**src/rtl/spm_pkg.sv**
```systemverilog
// rtl/spm_pkg.sv - shared register map, control/status bit indices and sequencer states for spm_wb_ctrl
package spm_pkg;

   localparam logic [2:0] REG_MC      = 3'd0;
   localparam logic [2:0] REG_MP      = 3'd1;
   localparam logic [2:0] REG_CTRL    = 3'd2;
   localparam logic [2:0] REG_STATUS  = 3'd3;
   localparam logic [2:0] REG_PROD_LO = 3'd4;
   localparam logic [2:0] REG_PROD_HI = 3'd5;

   localparam int CTRL_GO   = 0;
   localparam int CTRL_IE   = 1;
   localparam int STAT_BUSY = 0;
   localparam int STAT_DONE = 1;
   localparam int STAT_TMO  = 2;

   typedef enum logic [2:0] {
      IDLE   = 3'd0,
      START  = 3'd1,
      WAIT   = 3'd2,
      CAP_LO = 3'd3,
      CAP_HI = 3'd4
   } spm_state_t;

endpackage

```
**src/rtl/spm_seq.sv**
```systemverilog
// rtl/spm_seq.sv - launch/wait/capture sequencer for the SPM multiplier with done timeout
module spm_seq
   import spm_pkg::*;
#(
   parameter int TMO_W = 8
) (
   input  logic        clk,
   input  logic        rst_n,
   input  logic        i_go,
   input  logic        i_done,
   input  logic [31:0] i_prod,
   output logic        o_start,
   output logic        o_prod_sel,
   output logic        o_busy,
   output logic        o_set_done,
   output logic        o_set_tmo,
   output logic [31:0] o_prod_lo,
   output logic [31:0] o_prod_hi
);

   // Last WAIT cycle is the one where the count would reach 2**TMO_W-1.
   localparam logic [TMO_W-1:0] TMO_LAST = ~TMO_W'(1);

   spm_state_t       r_state;
   logic [TMO_W-1:0] r_cnt;
   logic [31:0]      r_prod_lo;
   logic [31:0]      r_prod_hi;

   always_ff @(posedge clk or negedge rst_n) begin
      if (!rst_n) begin
         r_state   <= IDLE;
         r_cnt     <= '0;
         r_prod_lo <= '0;
         r_prod_hi <= '0;
      end else begin
         case (r_state)
            IDLE:   if (i_go) r_state <= START;
            START: begin
               r_cnt   <= '0;
               r_state <= WAIT;
            end
            WAIT: begin
               if (i_done)                r_state <= CAP_LO;
               else if (r_cnt == TMO_LAST) r_state <= IDLE;
               else                       r_cnt   <= r_cnt + TMO_W'(1);
            end
            CAP_LO: begin
               r_prod_lo <= i_prod;
               r_state   <= CAP_HI;
            end
            // prod_sel is high for this whole cycle, so the high half has settled by the edge.
            CAP_HI: begin
               r_prod_hi <= i_prod;
               r_state   <= IDLE;
            end
            default: r_state <= IDLE;
         endcase
      end
   end

   assign o_start    = (r_state == START);
   assign o_prod_sel = (r_state == CAP_HI);
   assign o_busy     = (r_state != IDLE);
   assign o_set_done = (r_state == CAP_HI);
   assign o_set_tmo  = (r_state == WAIT) & ~i_done & (r_cnt == TMO_LAST);
   assign o_prod_lo  = r_prod_lo;
   assign o_prod_hi  = r_prod_hi;

endmodule

```
**src/rtl/spm_wb_ctrl.sv**
```systemverilog
// rtl/spm_wb_ctrl.sv - Wishbone slave front end for the SPM multiplier; SPM_IRQ_EN adds CTRL.IE and irq
module spm_wb_ctrl
   import spm_pkg::*;
#(
   parameter logic [31:0] BASE_ADDR = 32'h3000_0000,
   parameter int          TMO_W     = 8
) (
   input  logic        clk,
   input  logic        rst_n,
   input  logic        wbs_stb_i,
   input  logic        wbs_cyc_i,
   input  logic        wbs_we_i,
   input  logic [3:0]  wbs_sel_i,
   input  logic [31:0] wbs_adr_i,
   input  logic [31:0] wbs_dat_i,
   output logic        wbs_ack_o,
   output logic [31:0] wbs_dat_o,
   output logic [31:0] mc,
   output logic [31:0] mp,
   output logic        start,
   output logic        prod_sel,
   input  logic        done,
   input  logic [31:0] prod,
   output logic        irq
);

   logic        r_ack;
   logic [31:0] r_dat;
   logic [31:0] r_mc;
   logic [31:0] r_mp;
   logic        r_done;
   logic        r_tmo;

   logic        w_hit, w_req, w_wr, w_busy, w_go, w_ie;
   logic        w_w1c_done, w_w1c_tmo, w_set_done, w_set_tmo;
   logic [2:0]  w_idx;
   logic [31:0] w_rdata, w_prod_lo, w_prod_hi;
   logic        w_unused;

   assign w_hit = wbs_cyc_i & wbs_stb_i & (wbs_adr_i[31:8] == BASE_ADDR[31:8]);
   // Masking with r_ack gives one ack per transfer even when stb stays high.
   assign w_req = w_hit & ~r_ack;
   assign w_wr  = w_req & wbs_we_i;
   assign w_idx = wbs_adr_i[4:2];

   assign w_go       = w_wr & (w_idx == REG_CTRL) & wbs_sel_i[0] & wbs_dat_i[CTRL_GO] & ~w_busy;
   assign w_w1c_done = w_wr & (w_idx == REG_STATUS) & wbs_sel_i[0] & wbs_dat_i[STAT_DONE];
   assign w_w1c_tmo  = w_wr & (w_idx == REG_STATUS) & wbs_sel_i[0] & wbs_dat_i[STAT_TMO];
   assign w_unused   = ^{wbs_adr_i[7:5], wbs_adr_i[1:0]};

   always_comb begin
      w_rdata = '0;
      case (w_idx)
         REG_MC:      w_rdata = r_mc;
         REG_MP:      w_rdata = r_mp;
         REG_CTRL:    w_rdata[CTRL_IE] = w_ie;
         REG_STATUS: begin
            w_rdata[STAT_BUSY] = w_busy;
            w_rdata[STAT_DONE] = r_done;
            w_rdata[STAT_TMO]  = r_tmo;
         end
         REG_PROD_LO: w_rdata = w_prod_lo;
         REG_PROD_HI: w_rdata = w_prod_hi;
         default:     w_rdata = '0;
      endcase
   end

   always_ff @(posedge clk or negedge rst_n) begin
      if (!rst_n) begin
         r_ack  <= 1'b0;
         r_dat  <= '0;
         r_mc   <= '0;
         r_mp   <= '0;
         r_done <= 1'b0;
         r_tmo  <= 1'b0;
      end else begin
         r_ack <= w_req;
         r_dat <= (w_req & ~wbs_we_i) ? w_rdata : '0;
         for (int i = 0; i < 4; i++) begin
            if (w_wr & ~w_busy & wbs_sel_i[i]) begin
               if (w_idx == REG_MC) r_mc[i*8 +: 8] <= wbs_dat_i[i*8 +: 8];
               if (w_idx == REG_MP) r_mp[i*8 +: 8] <= wbs_dat_i[i*8 +: 8];
            end
         end
         if (w_set_done)                  r_done <= 1'b1;
         else if (w_go | w_w1c_done)      r_done <= 1'b0;
         if (w_set_tmo)                   r_tmo  <= 1'b1;
         else if (w_go | w_w1c_tmo)       r_tmo  <= 1'b0;
      end
   end

`ifdef SPM_IRQ_EN
   logic r_ie;
   logic r_irq;

   always_ff @(posedge clk or negedge rst_n) begin
      if (!rst_n) begin
         r_ie  <= 1'b0;
         r_irq <= 1'b0;
      end else begin
         if (w_wr & (w_idx == REG_CTRL) & wbs_sel_i[0]) r_ie <= wbs_dat_i[CTRL_IE];
         r_irq <= r_ie & (r_done | r_tmo);
      end
   end

   assign w_ie = r_ie;
   assign irq  = r_irq;
`else
   assign w_ie = 1'b0;
   assign irq  = 1'b0;
`endif

   spm_seq #(.TMO_W(TMO_W)) u_seq (
      .clk        (clk),
      .rst_n      (rst_n),
      .i_go       (w_go),
      .i_done     (done),
      .i_prod     (prod),
      .o_start    (start),
      .o_prod_sel (prod_sel),
      .o_busy     (w_busy),
      .o_set_done (w_set_done),
      .o_set_tmo  (w_set_tmo),
      .o_prod_lo  (w_prod_lo),
      .o_prod_hi  (w_prod_hi)
   );

   assign wbs_ack_o = r_ack;
   assign wbs_dat_o = r_dat;
   assign mc        = r_mc;
   assign mp        = r_mp;

endmodule
```
**config.mk**
```make
export PLATFORM = sky130hd
export DESIGN_NAME = spm_wb_ctrl
export DESIGN_NICKNAME = d
export VERILOG_FILES = /design/src/rtl/spm_pkg.sv /design/src/rtl/spm_seq.sv /design/src/rtl/spm_wb_ctrl.sv
export SDC_FILE = /design/constraint.sdc
export NUM_CORES = 1
export LEC_CHECK = 0
export CAP_MARGIN = 10
export CORE_MARGIN = 2
export CORE_UTILIZATION = 52
export CTS_CLUSTER_DIAMETER = 50
export DETAILED_ROUTE_END_ITERATION = 12
export PLACE_DENSITY_LB_ADDON = 0.1
export SETUP_SLACK_MARGIN = 0.15
export SLEW_MARGIN = 5
export SYNTH_ARGS = -nofsm -noshare
export SYNTH_HDL_FRONTEND = slang
export SYNTH_SLANG_ARGS = --single-unit
export TNS_END_PERCENT = 1
```
**constraint.sdc**
```tcl
create_clock -name clk -period 3.3 [get_ports clk]
set_input_delay 0.33 -clock clk [delete_from_list [all_inputs] [get_ports clk]]
set_output_delay 0.33 -clock clk [all_outputs]
set_load 0.01 [all_outputs]
```
==> flow_summary.toml <==
[timing]
final_max_slew_viol_count = 0
fin_skew_ps = 12.2
fin_crit_ps = 2620
setup_viol = 0
slew_headroom = 0.439
setup_tns_ps = 0
tightest_slew_ps = 841
rsz0062_at_grt = "no"
hold_viol = 33
fin_crit_sh = 0.793
hold_slack_ps = -31.8
setup_slack_ps = 682
fmax_mhz = 382

[power_and_ir_drop]
internal_power_w = 0.00335
p_switching_w = 0.000971
netSwitchingFraction = 0.225
seqPwrFrac = 0.501
p_per_area_mw_per_mm2 = 427
clkPwrFrac = 0.439
p_leak_nw = 4.43
pwr-share-comb = 0.061
ir_drop_mv = 0.351
total_power_w = 0.00432

[global_routing]
grt_first_pass_wirelength_mm = 29.8
track_usage = 0.266
grt-ovfl-total = 0
grt_start_max_net_pins = 95
grt_pass1_vias = 5576
antenna_found_initial = 0

[cts]
htree_levels = 4
hold_buffers = 0
clock_path_buffers = 2
clk_latency_ps = 440
postCtsSetupBuffers = 0
ctsRootBufferMaster = "clkbuf_16"
cts_resized = 0
numCtsBuffers = 17
cts_tree = "yes"
clock-sinks = 174
clkSlewWorstSetupHoldPaths_ps = 60

[synthesis]
synth_edf_count = 0
synth_fp_nets = 635
avgSynthCellArea_sq_um = 13.9
synth_top_cell_by_area = "dfrtp_1"
yosysWarnings = 0
ys_ff_latch = 174
synth_area_sq_mm = 0.00731
ys_types = 47
ys_seq_area_frac = 0.595
synth_ff_type = "dfrtp_1"
synthTopCellsByArea = "dfrtp_1, mux2_2, a22oi_1, nor4_4, a21oi_1"
synth_cells = 527
netlist.area_leader.share = 0.595
async_flop_share = 1.00

[cells_and_area]
layout-drive-gt1-share = 0.259
syn_to_final_growth_pct = 38.5
insertedDiodeCount = 0
regArea_sq_mm = 0.00435
fillCellCount = 901
multi_input_area_sq_mm = 0.00283
nets = 839

[critical_path]
path_delay_family = "simple AND/OR/NAND/NOR gates"
cp-start-kind = "flip-flop"
crit_slowest_cell = "nor4_4"
critPathKind = "reg2reg"
reg2reg_from = "u_seq.r_state[1]$_DFFE_PN0P_"
cpPeakStageDelay_ps = 690
r2r_cells = 4
cp_num_buf_inv = 0
arrival_ps = 2930
path_cells = "nor3_1 > nand2_2 > nor4_4 > mux2_2"
crit_fanout = 8
required_ps = 3620
rrSetupSlack_ps = 680
endpoint_kind = "flip-flop"
endpoint = "mc[25]$_DFFE_PN0P_"
cp-startpoint = "u_seq.r_state[1]$_DFFE_PN0P_"
regToRegEndpoint = "mc[25]$_DFFE_PN0P_"
worst-path-stages = 4

[hold_path]
min-delay-path-class = "in2async"

[outcome]
violations = "hold timing"
outcome = "finished, violations left"

[job]
max-cap-violations = 0

[floorplanning]
die_area_sq_mm = 0.0150
start_util = 0.529
die_x_microns = 123
core_region_area_sq_mm = 0.0138
rows = 43
ioPinCount = 206
die_y_microns = 123

[place]
dp_hpwl_mm = 13.2
dp_slack_ps = 533
place_congestion = 0.902
port_buffers = 199

[route]
drcViolationCount = 0
met1_length_mm = 8.09
wl_mm = 19.3
vias = 5402
wl_met2_mm = 9.63
wl_per_cell_microns = 20.9
routed-wl-met3_mm = 1.20
routed.top_layer = "met4"
initialDrtViolationCount = 382
postRouteAntennaNets = 0
first_pass_iters = 5
via_per_inst = 5.85
## registers in the layout, indices dropped and copies added (netlist names), 3 cells and up
name             count
u_seq.r_cnt          8
u_seq.r_state        3
u_seq.o_prod_lo     32
wbs_dat_o           32
u_seq.o_prod_hi     32
mc                  32
mp                  32
## per-stage QoR
step	utilization	hold slack, ps	std cells	cell area [sq um]
4_1_cts	0.732	5.36	924	10100
6_report	0.732	-31.8	924	10100
2_1_floorplan	-	34.4	527	7310
3_5_place_dp	0.692	463	892	9570
3_3_place_gp	0.692	451	892	9570
5_1_grt	0.732	20.5	924	10100
## power by group through the flow
stage	Clock (W)	Sequential, W	Combinational, W
final	0.00190	0.00216	0.000263
after floorplan	0	0.00220	0.0000651
after CTS	0.00191	0.00216	0.000265
after global routing	0.00201	0.00216	0.000285
after global placement	0	0.00220	0.000255
after detailed placement	0	0.00220	0.000263
## cell type report
class	count	share of cell area
Sequential cell	174	0.430
Inverter	7	0.00259
Tap cell	180	0.0222
Clock inverter	13	0.0115
Clock buffer	19	0.0437
Timing Repair Buffer	216	0.211
Multi-Input combinational cell	315	0.279
## cells by family after synthesis
logic type               count (synthesis)  synth area share
flip-flops                             174             0.595
multiplexers                           134             0.206
AO/OA/AOI/OAI                          115             0.108
AND/OR/NAND/NOR                         63            0.0652
buffers and inverters                   38            0.0212
adder cells (fa/ha/maj)                  2           0.00342
other                                    1          0.000513
## cells in the final DEF, fill, tap and decap left out, types with 2 or more instances in the layout
master,count
a2111oi_0,3
a21oi_1,32
a22oi_1,60
and3_1,2
buf_4,16
clkbuf_16,17
clkdlybuf4s50_1,198
clkinv_2,5
clkinv_4,3
clkinvlp_4,2
dfrtp_1,174
ha_1,2
inv_1,7
mux2_1,3
mux2_2,127
mux2i_1,4
nand2_1,13
nand2_2,2
nand3_1,7
nand4_1,2
nor2_1,2
nor2b_1,3
nor3_1,3
nor3_2,2
nor3b_2,2
nor4_1,6
nor4_4,8
o21ai_0,4
o22a_1,2
o311ai_0,2
o31ai_1,3
or4_1,2
## cells in the mapped netlist (all sizes together) (3+ instances only)
cell,n
a2111oi,3
clkbuf,24
buf,7
nor3,5
inv,7
nand3,8
o31ai,3
dfrtp,174
nor2b,3
a22oi,60
nor4,14
o21ai,4
nand2,15
mux2,130
a21oi,32
mux2i,4
## metal layers
metal,up-vias,global-route usage
met5,-,0
met4,0,0.106
met3,37,0.0781
met2,181,0.444
met1,2789,0.327
li1,2395,-
## worst min-delay path by stage
stage / cells after the start / endpoint / slack, ps
CTS: 1 / mp[3]$_DFFE_PN0P_ / 5
detailed placement: 1 / mp[3]$_DFFE_PN0P_ / 460
floorplan: 0 / mc[0]$_DFFE_PN0P_ / 30
global placement: 1 / mp[3]$_DFFE_PN0P_ / 450
global route: 1 / mp[3]$_DFFE_PN0P_ / 20
finish: 1 / mp[3]$_DFFE_PN0P_ / -30
No activity file was read; power rests on OpenSTA's default activity.
